===== src/rtl/detector_scan_ctrl_pkg.sv =====
// Shared definitions for detector_scan_ctrl: 2-bit FSM state encodings and
// default word / match-count widths.
package detector_scan_ctrl_pkg;

  localparam int W_DEFAULT  = 16;
  localparam int CW_DEFAULT = 5;

  typedef enum logic [1:0] {
    ST_IDLE   = 2'd0,
    ST_CLEAR  = 2'd1,
    ST_SHIFT  = 2'd2,
    ST_REPORT = 2'd3
  } scan_state_t;

endpackage


===== src/rtl/detector_scan_ctrl.sv =====
// detector_scan_ctrl: accepts a W-bit word, serialises it MSB first into an
// external sequence detector and counts the detector's Mealy matches.
// Optional build macro SCAN_CONTINUE_EN: skip the CLEAR state and keep the
// detector state across words so matches may span word boundaries.
module detector_scan_ctrl
  import detector_scan_ctrl_pkg::*;
#(
  parameter int W  = W_DEFAULT,
  parameter int CW = CW_DEFAULT
) (
  input  logic          clk,
  input  logic          reset,
  input  logic          in_valid,
  output logic          in_ready,
  input  logic [W-1:0]  in_data,
  output logic          det_en,
  output logic          det_a,
  output logic          det_clr,
  input  logic          det_y,
  output logic          out_valid,
  input  logic          out_ready,
  output logic [CW-1:0] out_count,
  output logic          busy
);

  localparam int IW = (W > 1) ? $clog2(W) : 1;
  localparam logic [IW-1:0] LAST_IDX = IW'(W - 1);

  scan_state_t   r_state;
  scan_state_t   w_state_next;
  logic [W-1:0]  r_shift;
  logic [IW-1:0] r_bit_idx;
  logic [CW-1:0] r_count;
  logic [CW-1:0] r_out_count;
  logic [CW-1:0] w_count_step;
  logic          w_accept;
  logic          w_last_bit;

  assign w_accept   = (r_state == ST_IDLE) && in_valid;
  assign w_last_bit = (r_state == ST_SHIFT) && (r_bit_idx == LAST_IDX);

  // Match counter value after this cycle's detector output, saturating at all-ones.
  always_comb begin
    w_count_step = r_count;
    if (det_y && (r_count != {CW{1'b1}})) begin
      w_count_step = r_count + 1'b1;
    end
  end

  // State register.
  always_ff @(posedge clk or posedge reset) begin
    if (reset) begin
      r_state <= ST_IDLE;
    end else begin
      r_state <= w_state_next;
    end
  end

  // Next-state logic.
  always_comb begin
    w_state_next = r_state;
    case (r_state)
      ST_IDLE: begin
        if (in_valid) begin
`ifdef SCAN_CONTINUE_EN
          w_state_next = ST_SHIFT;
`else
          w_state_next = ST_CLEAR;
`endif
        end
      end
      ST_CLEAR:  w_state_next = ST_SHIFT;
      ST_SHIFT: begin
        if (w_last_bit) begin
          w_state_next = ST_REPORT;
        end
      end
      ST_REPORT: begin
        if (out_ready) begin
          w_state_next = ST_IDLE;
        end
      end
      default:   w_state_next = ST_IDLE;
    endcase
  end

  // Shift register, bit index and match counter; result captured on the last bit.
  always_ff @(posedge clk or posedge reset) begin
    if (reset) begin
      r_shift     <= '0;
      r_bit_idx   <= '0;
      r_count     <= '0;
      r_out_count <= '0;
    end else if (w_accept) begin
      r_shift   <= in_data;
      r_bit_idx <= '0;
      r_count   <= '0;
    end else if (r_state == ST_SHIFT) begin
      r_shift   <= {r_shift[W-2:0], 1'b0};
      r_bit_idx <= r_bit_idx + 1'b1;
      r_count   <= w_count_step;
      if (w_last_bit) begin
        r_out_count <= w_count_step;
      end
    end
  end

`ifdef SCAN_CONTINUE_EN
  // The detector is never cleared between words.
  assign det_clr = 1'b0;
`else
  logic r_det_clr;

  // Registered clear pulse, high for exactly the CLEAR cycle.
  always_ff @(posedge clk or posedge reset) begin
    if (reset) begin
      r_det_clr <= 1'b0;
    end else begin
      r_det_clr <= (w_state_next == ST_CLEAR);
    end
  end

  assign det_clr = r_det_clr;
`endif

  assign in_ready  = (r_state == ST_IDLE);
  assign busy      = (r_state != ST_IDLE);
  assign det_en    = (r_state == ST_SHIFT);
  assign det_a     = r_shift[W-1];
  assign out_valid = (r_state == ST_REPORT);
  assign out_count = r_out_count;

endmodule


===== config.mk =====
export PLATFORM = sky130hd
export DESIGN_NAME = detector_scan_ctrl
export DESIGN_NICKNAME = d
export VERILOG_FILES = /design/src/rtl/detector_scan_ctrl_pkg.sv /design/src/rtl/detector_scan_ctrl.sv
export SDC_FILE = /design/constraint.sdc
export NUM_CORES = 1
export LEC_CHECK = 0
export BUFFER_PORTS_ARGS = -buffer_cell sky130_fd_sc_hd__clkbuf_2
export CORE_MARGIN = 3
export CORE_UTILIZATION = 25
export CTS_CLUSTER_DIAMETER = 120
export DETAILED_ROUTE_END_ITERATION = 10
export PLACE_DENSITY = 0.53
export SLEW_MARGIN = 0
export SYNTH_ARGS = -nofsm -noshare
export SYNTH_HDL_FRONTEND = slang
export SYNTH_SLANG_ARGS = --single-unit

===== constraint.sdc =====
create_clock -name clk -period 1.8 [get_ports clk]
set_input_delay 0.18 -clock clk [delete_from_list [all_inputs] [get_ports clk]]
set_output_delay 0.18 -clock clk [all_outputs]
set_load 0.005 [all_outputs]

==> results.py <==
metrics = {
    "placed_design": {
        "port_buffers": 31,
        "dpl_cell_area_um2": 1790,
        "place_inst": 247,
        "hpwl_um": 2330,
        "gp_congestion": 0.753,
    },
    "setup_path": {
        "crit_cells": 6,
        "path_buf_inv": 0,
        "startpoint": "r_count[1]",
        "r2r_cells": 6,
        "cp_data_arrival_time_ns": 1.92,
        "critPathMaxFanout": 4,
        "critical_path.endpoint": "out_count[4]",
        "crit_path_end_kind": "flop",
        "timing.rr.end": "out_count[4]",
        "crit_slowest_cell": "dfrtp_1",
        "worstPathRequired_ns": 1.96,
        "slowest_delay_ns": 0.38,
        "r2r_slack_ns": 0.04,
        "critical_path.cell_chain": "ha_2 -> and3_4 -> ha_4 -> nor2b_4 -> mux2_4 -> mux2_2",
        "reg2reg_from": "r_count[1]",
        "path_delay_family": "multiplexers",
        "criticalPathCategory": "flop to flop",
        "start_kind": "flop",
    },
    "synth": {
        "syn-num-nets": 166,
        "avgSynthCellArea_um2": 10.7,
        "ys_seq_elements": 33,
        "synth_cell_types": 35,
        "seq_area_frac_synth": 0.545,
        "yosys_warnings": 0,
        "postSynthCellCount": 142,
        "syn_area_um2": 1520,
    },
    "timing": {
        "relSlewSlack": 0.718,
        "setup_viol": 0,
        "period_share": 0.978,
        "slew_viol_final": 0,
        "max_freq_mhz": 568,
        "hold_viol": 0,
        "holdWs_ns": 0.0810,
        "tightest_slew_ns": 0.422,
        "skew_ns": 0.00469,
        "totalNegativeSetupSlack_ns": 0,
        "rsz0062_at_grt": "true",
        "period_needed_ns": 1.76,
    },
    "clock_network": {
        "clock_latency_ns": 0.28,
        "cts_root_buffer": "clkbuf_8",
        "cts_inserted_buffers": 5,
        "clkTransAtPathRegs_ns": 0.06,
        "cts.sinks": 33,
        "tritoncts": "done",
        "htreeDepth": 2,
        "ctsLongestPathBuffers": 2,
    },
    "global_route": {
        "grtUsageTotal": 0.103,
        "grt_start_max_net_pins": 34,
        "grt-ovfl-total": 0,
        "antenna_found_initial": 0,
        "grt_first_pass_wirelength_um": 5750,
        "grt_pass1_vias": 1167,
    },
    "power": {
        "clock_power_share": 0.224,
        "power_leakage_nw": 0.990,
        "p_sw_frac": 0.351,
        "p_total_w": 0.00316,
        "internal_power_w": 0.00205,
        "p_comb_frac": 0.383,
        "p_seq_frac": 0.394,
        "p_per_area_nw_per_um2": 1610,
        "switchingPower_w": 0.00111,
        "peakVddDrop_v": 0.000734,
    },
    "job": {
        "cap_violations": 0,
    },
    "detailed_routing": {
        "drt_first_pass_iters": 4,
        "remaining_drc_errors": 0,
        "drt-initial-drc-count": 53,
        "wl_um": 3310,
        "vias_per_cell": 4.43,
        "ant_nets": 0,
        "vias": 1139,
        "drt-wirelength-per-cell_um": 12.9,
    },
    "worst_hold_path": {
        "min-delay-start": "out_ready",
        "hold_class": "primary input to flop",
    },
    "floorplanning": {
        "die-area_um2": 7030,
        "die_y_um": 83.9,
        "rows": 27,
        "core-area_um2": 5680,
        "start_util": 0.267,
        "boundaryPins": 32,
        "die-width_um": 83.9,
    },
    "layout": {
        "fill_cells": 604,
        "n_antenna_cell": 0,
        "final-seq-area_um2": 826,
        "layout-drive-gt1-share": 0.362,
        "instances_no_fill": 257,
        "multi_input_area_um2": 682,
        "final_cell_area_um2": 1960,
        "areaGrowthSynthToFinish_pct": 29.4,
        "fin_nets": 208,
    },
    "run_status": {
        "status": "complete, no violations",
    },
}
==> timing repair <==
action / CTS / global route
endpoints found under the setup margin: 0 / 6
gates resized for setup: 0 / 8
hold endpoints to repair: 33 / 0
buffers inserted: 0 / 1
hold buffers: 1 / 0
==> state kept, by name, indices dropped and copies added (netlist names) <==
name       count
out_count      5
r_state        2
r_shift       16
r_bit_idx      4
det_clr        1
r_count        5
==> area by class of cell <==
type,count,share of cell area
clock buffers,7,0.0440
clock inverters,1,0.0153
inverters,7,0.0147
multi-input cells,98,0.348
flip-flops and latches,33,0.421
well taps,72,0.0459
repair buffers,39,0.111
==> layer usage <==
metal / up-vias / part of all wire / global-route usage
li1: 583 / - / -
met1: 526 / 0.49 / 0.138
met2: 24 / 0.44 / 0.146
met3: 6 / 0.046 / 0.0355
met4: 0 / 0.023 / 0.0526
met5: - / 0 / 0
==> cell usage after synthesis <==
cell,count,share of area
nand2_1,38,0.094
dfrtp_1,33,0.55
a22oi_1,11,0.055
mux2_2,6,0.045
inv_1,5,0.012
a21oi_1,4,0.013
a22oi_2,4,0.033
nand3_1,4,0.013
buf_2,3,0.0099
ha_1,3,0.025
a21o_1,2,0.0099
a31oi_1,2,0.0083
a32o_1,2,0.013
mux2i_1,2,0.013
o21ai_0,2,0.0066
xnor2_1,2,0.012
a211o_1,1,0.0058
a41oi_1,1,0.0058
and2_1,1,0.0041
and3_1,1,0.0041
buf_8,1,0.0099
inv_2,1,0.0025
inv_4,1,0.0041
nand2b_1,1,0.0041
nand2b_2,1,0.0058
nand3b_1,1,0.0050
nand4_1,1,0.0041
nor2_1,1,0.0025
nor2_2,1,0.0041
nor2b_1,1,0.0041
nor3_1,1,0.0033
o21bai_2,1,0.0074
o22ai_1,1,0.0041
or3_1,1,0.0041
or3b_4,1,0.0074
==> worst min-delay path by stage <==
| stage | end | cells past startpoint |
|---|---|---|
| floorplan | r_state[1] | 1 |
| global placement | r_shift[10] | 3 |
| detailed placement | r_shift[13] | 3 |
| CTS | r_state[1] | 2 |
| global route | r_state[1] | 2 |
| finish | r_state[1] | 2 |
==> metrics by stage <==
stage | util | worst slack (ns)
after floorplan | - | 0.0148
after global placement | 0.315 | 0.0332
after detailed placement | 0.315 | 0.00527
after CTS | 0.337 | 0.00127
after global routing | 0.345 | -0.0122
final | 0.345 | 0.0391
==> power groups by stage <==
stage	Clock, W	Combinational, W	Sequential, W
global placement	0	0.00118	0.00124
finish	0.000706	0.00121	0.00124
floorplan	0	0.000824	0.00122
CTS	0.000734	0.00120	0.00124
global route	0.000777	0.00137	0.00129
detailed placement	0	0.00119	0.00125
==> cells by family (layout without fill, tap and decap cells) <==
family,after synthesis,count (layout),share of synthesized area
muxes,8,8,0.0578
adders and majority gates,3,3,0.0248
buffers and inverters,11,54,0.0388
and+or+nand+nor,54,54,0.160
xor gates and xnor gates,2,2,0.0116
DFF,33,33,0.545
AOI/OAI and AO/OA,31,31,0.162
==> cells in the final DEF (no fill, tap or decap), types with 2 or more instances in the layout <==
| cell type | Yosys | layout |
|---|---|---|
| nand2_1 | 38 | 38 |
| dfrtp_1 | 33 | 33 |
| clkbuf_2 | 0 | 31 |
| a22oi_1 | 11 | 11 |
| buf_4 | 0 | 7 |
| clkbuf_8 | 0 | 6 |
| inv_1 | 5 | 5 |
| a21oi_1 | 4 | 4 |
| nand3_1 | 4 | 4 |
| a22oi_2 | 4 | 4 |
| mux2_4 | 0 | 3 |
| mux2_2 | 6 | 3 |
| a21o_1 | 2 | 2 |
| a32o_1 | 2 | 2 |
| o21ai_0 | 2 | 2 |
| a31oi_1 | 2 | 2 |
| mux2i_1 | 2 | 2 |
| xnor2_1 | 2 | 2 |
Power figures use the tool's default switching activity.
